**src/rtl/img_grad_pkg.sv**
```systemverilog
// Shared definitions for the streaming gradient engine: mode codes, FSM states,
// and the helper that turns a signed gx/gy pair into the selected output format.
package img_grad_pkg;

    localparam logic [1:0] MODE_SIGNED = 2'b00;
    localparam logic [1:0] MODE_ABS    = 2'b01;
    localparam logic [1:0] MODE_L1     = 2'b10;

    typedef enum logic [2:0] {
        ST_IDLE,
        ST_FILL,
        ST_RUN,
        ST_EOL,
        ST_FIN
    } state_t;

    // Works on 32-bit fields so one function serves every GRAD_W; callers
    // truncate each half back to their field width. Returns {hi, lo}.
    function automatic logic [63:0] grad_pack(input logic [1:0]         mode,
                                              input logic signed [31:0] gx,
                                              input logic signed [31:0] gy,
                                              input logic [31:0]        sat_max);
        logic [31:0] ax;
        logic [31:0] ay;
        logic [31:0] l1;
        ax = gx[31] ? -gx : gx;
        ay = gy[31] ? -gy : gy;
        l1 = ax + ay;
        if (l1 > sat_max) begin
            l1 = sat_max;
        end
        case (mode)
            MODE_ABS: grad_pack = {ax, ay};
            MODE_L1:  grad_pack = {32'd0, l1};
            default:  grad_pack = {gx, gy};
        endcase
    endfunction

endpackage

```
**src/rtl/img_grad_stream_line_buf.sv**
```systemverilog
// One-row pixel store. Read is combinational so the old pixel of a column is
// seen in the same cycle the new pixel of that column is written.
module line_buf #(
    parameter int DEPTH = 256,
    parameter int WIDTH = 8,
    parameter int AW    = $clog2(DEPTH)
) (
    input  logic             clk,
    input  logic             wr,
    input  logic [AW-1:0]    wr_addr,
    input  logic [WIDTH-1:0] wr_data,
    input  logic [AW-1:0]    rd_addr,
    output logic [WIDTH-1:0] rd_data
);

    logic [WIDTH-1:0] mem [DEPTH];

    always_ff @(posedge clk) begin
        if (wr) begin
            mem[wr_addr] <= wr_data;
        end
    end

    assign rd_data = mem[rd_addr];

endmodule

```
**src/rtl/img_grad_stream.sv**
```systemverilog
// Streaming forward-difference gradient engine: raster reads from the image
// SRAM, one line buffer, one packed {gx,gy} write per pixel of rows 0..IMG_H-2.
module img_grad_stream
    import img_grad_pkg::*;
#(
    parameter int IMG_W  = 256,
    parameter int IMG_H  = 256,
    parameter int PIX_W  = 8,
    parameter int ADDR_W = 16,
    parameter int GRAD_W = PIX_W + 2
) (
    input  logic                clk,
    input  logic                reset,
    input  logic                start,
    input  logic [1:0]          mode,
    output logic                busy,
    output logic                done,
    output logic                img_rd,
    output logic [ADDR_W-1:0]   img_addr,
    input  logic [PIX_W-1:0]    img_di,
    output logic                grad_wr,
    output logic [ADDR_W-1:0]   grad_addr,
    output logic [2*GRAD_W-1:0] grad_do
);

    localparam int XW = $clog2(IMG_W);
    localparam int YW = $clog2(IMG_H + 1);
    localparam logic [XW-1:0] X_LAST  = XW'(IMG_W - 1);
    localparam logic [YW-1:0] Y_END   = YW'(IMG_H);
    localparam logic [31:0]   SAT_MAX = 32'((1 << (GRAD_W - 1)) - 1);

    state_t state, state_nxt;

    logic [XW-1:0]     x, dx;
    logic [YW-1:0]     y, dy;
    logic [ADDR_W-1:0] rd_addr, wr_cnt;
    logic [1:0]        mode_q;
    logic              dv, tail, prod, drained;
    logic [PIX_W-1:0]  cur_prev, up_prev, lb_rd;

    logic signed [GRAD_W-1:0] up_e, up_prev_e, cur_prev_e, gx, gy;
    logic [63:0]              packed_w;
    logic [2*GRAD_W-1:0]      word;

    // Pipeline empty: no pixel in flight, no last-column write pending or visible.
    assign drained = !dv && !tail && !grad_wr;

    always_comb begin
        state_nxt = state;
        img_rd    = 1'b0;
        busy      = 1'b1;
        done      = 1'b0;
        case (state)
            ST_IDLE: begin
                busy = 1'b0;
                if (start) state_nxt = ST_FILL;
            end
            ST_FILL: begin
                img_rd = 1'b1;
                if (x == X_LAST) state_nxt = ST_RUN;
            end
            ST_RUN: begin
                img_rd = 1'b1;
                if (x == X_LAST) state_nxt = ST_EOL;
            end
            ST_EOL: state_nxt = (y == Y_END) ? ST_FIN : ST_RUN;
            ST_FIN: begin
                if (drained) begin
                    done      = 1'b1;
                    state_nxt = ST_IDLE;
                end
            end
            default: state_nxt = ST_IDLE;
        endcase
    end

    always_ff @(posedge clk or posedge reset) begin
        if (reset) state <= ST_IDLE;
        else       state <= state_nxt;
    end

    always_ff @(posedge clk or posedge reset) begin
        if (reset) begin
            x       <= '0;
            y       <= '0;
            rd_addr <= '0;
            mode_q  <= MODE_SIGNED;
        end else if (state == ST_IDLE && start) begin
            x       <= '0;
            y       <= '0;
            rd_addr <= '0;
            mode_q  <= mode;
        end else if (img_rd) begin
            rd_addr <= rd_addr + ADDR_W'(1);
            if (x == X_LAST) begin
                x <= '0;
                y <= y + YW'(1);
            end else begin
                x <= x + XW'(1);
            end
        end
    end

    assign img_addr = rd_addr;

    line_buf #(.DEPTH(IMG_W), .WIDTH(PIX_W), .AW(XW)) u_line_buf (
        .clk     (clk),
        .wr      (dv),
        .wr_addr (dx),
        .wr_data (img_di),
        .rd_addr (dx),
        .rd_data (lb_rd)
    );

    // Arrival of p(dx,dy) completes output pixel (dx-1,dy-1); the last column
    // of each row is emitted one cycle later, in the slot left by the EOL gap.
    assign prod       = dv && (dx != '0) && (dy != '0);
    assign up_e       = $signed(GRAD_W'(lb_rd));
    assign up_prev_e  = $signed(GRAD_W'(up_prev));
    assign cur_prev_e = $signed(GRAD_W'(cur_prev));
    assign gx         = tail ? '0 : (up_e - up_prev_e);
    assign gy         = cur_prev_e - up_prev_e;
    assign packed_w   = grad_pack(mode_q, 32'(gx), 32'(gy), SAT_MAX);
    assign word       = {GRAD_W'(packed_w[63:32]), GRAD_W'(packed_w[31:0])};

    always_ff @(posedge clk or posedge reset) begin
        if (reset) begin
            dv        <= 1'b0;
            dx        <= '0;
            dy        <= '0;
            tail      <= 1'b0;
            cur_prev  <= '0;
            up_prev   <= '0;
            grad_wr   <= 1'b0;
            grad_addr <= '0;
            grad_do   <= '0;
            wr_cnt    <= '0;
        end else begin
            dv      <= img_rd;
            dx      <= x;
            dy      <= y;
            tail    <= dv && (dx == X_LAST) && (dy != '0);
            grad_wr <= prod || tail;
            if (dv) begin
                cur_prev <= img_di;
                up_prev  <= lb_rd;
            end
            if (state == ST_IDLE && start) begin
                wr_cnt <= '0;
            end else if (prod || tail) begin
                grad_addr <= wr_cnt;
                grad_do   <= word;
                wr_cnt    <= wr_cnt + ADDR_W'(1);
            end
        end
    end

endmodule
```
**config.mk**
```make
export PLATFORM = sky130hd
export DESIGN_NAME = img_grad_stream
export DESIGN_NICKNAME = d
export VERILOG_FILES = /design/src/rtl/img_grad_pkg.sv /design/src/rtl/img_grad_stream_line_buf.sv /design/src/rtl/img_grad_stream.sv
export SDC_FILE = /design/constraint.sdc
export NUM_CORES = 2
export LEC_CHECK = 0
export ABC_AREA = 1
export BUFFER_PORTS_ARGS = -buffer_cell sky130_fd_sc_hd__buf_2
export CAP_MARGIN = 40
export CORE_MARGIN = 2
export CORE_UTILIZATION = 45
export DETAILED_ROUTE_END_ITERATION = 10
export GPL_TIMING_DRIVEN = 1
export PLACE_DENSITY_LB_ADDON = 0.25
export SLEW_MARGIN = 20
export SYNTH_ARGS = -nofsm -noshare
export SYNTH_HDL_FRONTEND = slang
export SYNTH_HIERARCHICAL = 1
export SYNTH_SLANG_ARGS = --single-unit
```
**constraint.sdc**
```tcl
create_clock -name clk -period 6.6 [get_ports clk]
set_input_delay 1.65 -clock clk [delete_from_list [all_inputs] [get_ports clk]]
set_output_delay 1.65 -clock clk [all_outputs]
set_load 0.005 [all_outputs]
```
# Word-level counts from Yosys, hierarchy flattened
# Memory sizes are Yosys's and may differ from the RTL's.
# Index checks and enable logic that the tools add are counted.
# word_totals
ff_bits	126
mem_bits_rw	2048
in_bits	13
output_inout_bits	56
word_cells	88
n_memories	1
# classes
n_addsub	9
order_cmp	1
n_eq_ne	13
mux	27
n_bitwise	1
reduce_logical	21
# mem_list
memory	depth	width	read_ports	rd_ports_with_merged_regs	wr	line_no	text
u_line_buf.mem	256	8	1	0	1	img_grad_stream_line_buf.sv:16	logic [WIDTH-1:0] mem [DEPTH];
# op_table
op	n
32-bit 2-to-1 mux	3
42-bit case mux with 2 select lines	1
16-bit 2-to-1 mux	4
16-bit by 1-bit adder with 16-bit output (second input constant)	2
32-bit adder	1
32-bit by 9-bit > comparator with 1-bit output (second input constant)	1
10-bit negation with 32-bit output	1
9-bit negation with 32-bit output	1
9-bit 2-to-1 mux	3
8-bit 2-to-1 mux	3
8-bit by 8-bit subtractor with 9-bit output	2
8-bit == test (second input constant)	2
3-bit 2-to-1 mux	5
3-bit case mux with 5 select lines	1
10-bit 2-to-1 mux	1
9-bit by 1-bit adder with 9-bit output (second input constant)	1
9-bit == test (second input constant)	1
9-bit nonzero test	1
8-bit by 1-bit adder with 8-bit output (second input constant)	1
2-bit inequality test (second input constant)	4
8-bit nonzero test	1
1-bit logical AND	7
3-bit by 2-bit == test with 1-bit output (second input constant)	2
1-bit 2-to-1 mux	6
other kinds (12)	17

# Depth between registers and ports, before layout
# An unclocked memory read counts as a cell.
# logic_depth
word_depth	9
mapped_depth	49

# Hierarchy
# Netlist, hierarchy kept.
# modules_own_cells
module	n_inst	cells_per_inst	area_each_um2
line_buf	1	6995	83236.1
img_grad_stream	1	1279	8931.1

# Worst setup path before layout
# OpenSTA, ideal clock, no wires.
# synth_timing
kind	register -> register
from	register dx[2]
to	register grad_do[6]
setup_ns	0.120
t_arrival_ns	4.830
required_ns	6.480
setup_slack_ns	1.650
stages_incl_launch_ff	41
path_buffers	3
period_less_slack_ns	4.950
path_cell_list	dfrtp_1 > buf_2 > clkbuf_1 > clkbuf_1 > nand3_1 > nand3_1 > nand3_1 > nand3_1 > nand3_1 > nand2_1 > nand2_1 > nand2_1 > inv_1 > ha_1 > fa_1 > inv_1 > nand3_1 > nand2_1 > (+5 left out) > nand2_1 > inv_2 > o21ai_0 > ha_1 > nand3_1 > nand3_2 > nand2_1 > nand2_2 > nand2_1 > nand3b_1 > nand2_1 > nand2_1 > nor2_1 > nand3_2 > nor2_4 > nand4_1 > nand2_1 > a21oi_2
# synth_between
elab_chain_len	9
elab_cells_between_ends	14
# synth_rtl
item	line_no	text
start: declaration	img_grad_stream.sv:34	logic [XW-1:0] x, dx;
start signal: assignment	img_grad_stream.sv:129	dx <= '0;
start signal: assignment	img_grad_stream.sv:140	dx <= x;
memory 256 x 8 bit (*)	-	
named net lb_rd[0]	img_grad_stream.sv:39	logic [PIX_W-1:0] cur_prev, up_prev, lb_rd;
8-bit by 8-bit subtractor with 9-bit output (*)	img_grad_stream.sv:121	assign gx = tail ? '0 : (up_e - up_prev_e);
10-bit 2-to-1 mux (*)	img_grad_stream.sv:121	
10-bit negation with 32-bit output	img_grad_pkg.sv:26	ax = gx[31] ? -gx : gx;
32-bit 2-to-1 mux (*)	img_grad_pkg.sv:26	
32-bit adder (*)	img_grad_pkg.sv:28	l1 = ax + ay;
32-bit by 9-bit > comparator with 1-bit output	img_grad_pkg.sv:29	if (l1 > sat_max) begin
32-bit 2-to-1 mux (*)	img_grad_pkg.sv:29	
42-bit case mux with 2 select lines (*)	img_grad_pkg.sv:32	case (mode)
end signal: assignment	img_grad_stream.sv:152	grad_do <= word;
end: declaration	img_grad_stream.sv:23	output logic [2*GRAD_W-1:0] grad_do
# The timed path passes the listed nets; every way through them passes the cells marked *.
# A chain may end at the register's enable or synchronous reset.

# Final worst setup path
# layout_timing
from	register dx[0]
to	register grad_do[4]
# The elaborated chain is that of the path after synthesis.

==> results.py <==
metrics = {
    "final_layout": {
        "final_common_cell": "nand2_1",
        "final_net_count": 8453,
        "drive_above_1_share_pct": 9.12,
        "fin_util_pct": 51.1,
        "mostFrequentLayoutCells": "nand2_1 (2481), nand3_1 (2077), edfxtp_1 (2048)",
        "area_growth_pct": 13.3,
        "final_area_mm2": 0.104,
    },
    "clock_tree": {
        "cts.sinks": 2174,
        "cts_root_buf": "clkbuf_16",
        "h-tree-depth": 4,
        "cts_tree": "built",
        "clkLatencyLatePin_ps": 870,
        "cts_buffers": 218,
        "clk_pin_slew_ps": 60,
        "cts-hold-fix-buffers": 0,
        "clock_path_buffers": 3,
    },
    "synth": {
        "yosysSeqAreaShare_pct": 70.1,
        "synthesis.area_mm2": 0.0922,
        "ys_ff_latch": 2174,
        "yosysUniqueCellTypes": 62,
        "yosys_warnings": 6,
        "synth_area_per_cell_um2": 11.1,
        "synth_cells": 8274,
        "ys.flop_type": "edfxtp_1",
        "synth_edf_count": 2048,
        "synth-async-reset-ratio_pct": 5.80,
    },
    "routing": {
        "avgViaCountPerCell": 5.68,
        "drc_errors": 0,
        "first_iter_violations": 8197,
        "vias": 64000,
        "wl_um": 260000,
        "wl_per_cell_um": 23.1,
        "ant_nets": 0,
        "drtPass1Iterations": 6,
    },
    "die": {
        "die-height_um": 457,
        "core_mm2": 0.204,
        "fp-row-count": 166,
        "num_io_pins": 69,
        "die_x_um": 457,
        "die_area_mm2": 0.208,
        "start_util_pct": 45.1,
    },
    "sta": {
        "max_slew_margin_pct": 37.2,
        "slew_viol_final": 0,
        "max_freq_mhz": 158,
        "fin_ws_ps": 265,
        "whs_ps": 376,
        "finalSetupViolations": 0,
        "worst_pin_slew_ps": 942,
        "skew_ps": 41.6,
        "hold_violations": 0,
        "tns_ps": 0,
        "min_period_ps": 6340,
        "period_share_pct": 96.0,
    },
    "worst_setup_path": {
        "end_kind": "flop",
        "arrival_ps": 7070,
        "cp_slowest_cell": "dfrtp_4",
        "start_kind": "flop",
        "regToRegEndpoint": "grad_do[4]$_DFFE_PP0P_",
        "r2r_cells": 36,
        "cpPeakStageDelay_ps": 570,
        "cp_common_cell": "nand2_1",
        "worstPathMaxFanout": 16,
        "worstSetupPathType": "reg2reg",
        "r2r_setup_slack_ps": 260,
        "worstPathRequired_ps": 7330,
        "r2r-start": "dx[0]$_DFF_PP0_",
    },
    "power": {
        "power.density_mw_per_mm2": 466,
        "max-vdd-ir-drop_uv": 1020,
        "p_leak_nw": 38.0,
    },
    "place": {
        "place_area_mm2": 0.0965,
        "place_congestion": 0.893,
        "pre_cts_ws_ps": 110,
        "numPortBuffers": 68,
        "hpwl_um": 152000,
    },
    "global_route": {
        "grt_pass1_wl_um": 383000,
        "grt_use_met2_pct": 38.1,
        "grt_max_degree": 137,
        "gr-total-overflow": 0,
        "use_met1_pct": 33.7,
        "grt_pass1_vias": 61000,
        "busiest_layer": "met2",
        "gr-usage-met3_pct": 4.03,
        "antenna_found_initial": 5,
        "grt_use_total_pct": 24.0,
    },
    "worst_hold_path": {
        "min_path_type": "reg2reg",
        "whs_path_depth": 0,
        "holdPathEnd": "dy[8]$_DFF_PP0_",
        "hp-start": "y[8]$_DFFE_PP0P_",
    },
    "outcome": {
        "status": "complete, no violations",
    },
    "flow_run": {
        "maxCapViolCount": 0,
    },
}
[cells by family (layout without fill, tap and decap cells)]
| logic type | after synthesis | in the layout | share of synthesized area [%] |
|---|---|---|---|
| AND/OR/NAND/NOR | 5104 | 5105 | 24.0 |
| flip-flops | 2174 | 2174 | 70.1 |
| AO/OA/AOI/OAI | 167 | 167 | 0.982 |
| buffers and inverters | 743 | 1003 | 3.73 |
| multiplexers | 7 | 7 | 0.0855 |
| adder cells (fa/ha/maj) | 55 | 55 | 0.771 |
| other | 1 | 37 | 0.00407 |
| XOR/XNOR | 23 | 23 | 0.235 |
[cells in the mapped netlist, types with 2 or more instances]
library cell  number  area [um^2]
nand2_1         2488         9340
nand3_1         2092        10500
edfxtp_1        2048        61500
nor2_1           407         1530
buf_2            272         1360
inv_1            223          837
dfrtp_1          126         3150
clkbuf_1         124          465
a21oi_1           88          440
ha_1              52          651
buf_4             47          353
o21ai_0           47          235
buf_1             40          150
nor3_1            27          135
nand4_1           26          163
buf_6             16          180
inv_2             16         60.1
nor2_2            13         81.3
nand2_2           12         75.1
xor2_1            12          105
xnor2_1            9         78.8
mux2_2             7         78.8
o21ai_1            6         30.0
nor2_4             5         56.3
nor3_2             5         50.1
a211oi_1           4         30.0
nand3_2            4         40.0
o21a_1             4         30.0
a31oi_1            3         18.8
and2_1             3         18.8
and3_1             3         18.8
clkinv_1           3         11.3
fa_1               3         60.1
nand3b_1           3         22.5
nor4_1             3         18.8
o21bai_1           3         22.5
a21oi_2            2         17.5
a221oi_1           2         17.5
nor3b_1            2         15.0
o211ai_1           2         15.0
[routing by layer]
| metal | vias up | wire [um] |
|---|---|---|
| met4 | 0 | 7870 |
| li1 | 29200 | - |
| met1 | 31500 | 108000 |
| met2 | 2895 | 122000 |
| met5 | - | 0 |
| met3 | 439 | 22400 |
[worst max-delay path: cells and delay by family (launching register included)]
kind                     cells  cell delay [ps]
AND/OR/NAND/NOR             24             3250
buffers and inverters        8             1080
adder cells (fa/ha/maj)      2              670
flip-flops                   1              570
AO/OA/AOI/OAI                2              550
[worst max-delay path by stage]
stage,from,to,slack (ps),depth (start not counted)
finish,dx[0]$_DFF_PP0_,grad_do[4]$_DFFE_PP0P_,260,36
floorplan,reset,cur_prev[0]$_DFFE_PP0P_,1590,1
global placement,dx[0]$_DFF_PP0_,grad_do[8]$_DFFE_PP0P_,90,41
global route,dx[0]$_DFF_PP0_,grad_do[4]$_DFFE_PP0P_,-100,42
CTS,dx[0]$_DFF_PP0_,grad_do[4]$_DFFE_PP0P_,40,41
detailed placement,dx[0]$_DFF_PP0_,grad_do[8]$_DFFE_PP0P_,110,41
[metrics by stage]
step	total power [mW]	cells
final	48.6	11300
after global routing	51.0	11300
after CTS	47.8	11200
after detailed placement	35.6	10800
after global placement	35.4	10800
after floorplan	28.8	8307
[registers in the layout, summed over array words and instances (netlist names)]
| signal | count |
|---|---|
| cur_prev | 8 |
| dv | 1 |
| dx | 8 |
| dy | 9 |
| grad_addr | 16 |
| grad_do | 20 |
| grad_wr | 1 |
| img_addr | 16 |
| mode_q | 2 |
| state | 3 |
| tail | 1 |
| u_line_buf/mem | 2048 |
| up_prev | 8 |
| wr_cnt | 16 |
| x | 8 |
| y | 9 |
[power by group]
part	internal [mW]	switching, mW	total, mW
Sequential	15.4	0.247	15.7
Combinational	6.54	14.2	20.7
Clock	6.88	5.35	12.2
[layout make-up]
cell class,count,area (um^2)
Clock inverter,131,1300
Timing Repair inverter,2,22.5
Tap cell,2688,3360
Fill cell,17700,99800
Sequential cell,2174,64700
Antenna cell,3,7.51
Clock buffer,272,5730
Timing Repair Buffer,355,3990
Multi-Input combinational cell,5391,24300
Inverter,243,975
[repair_timing]
action,CTS,global route
endpoints found under the hold margin,0,0
setup buffers,0,9
gates resized for setup,0,53
endpoints found under the setup margin,0,9
Power figures use the tool's default switching activity.
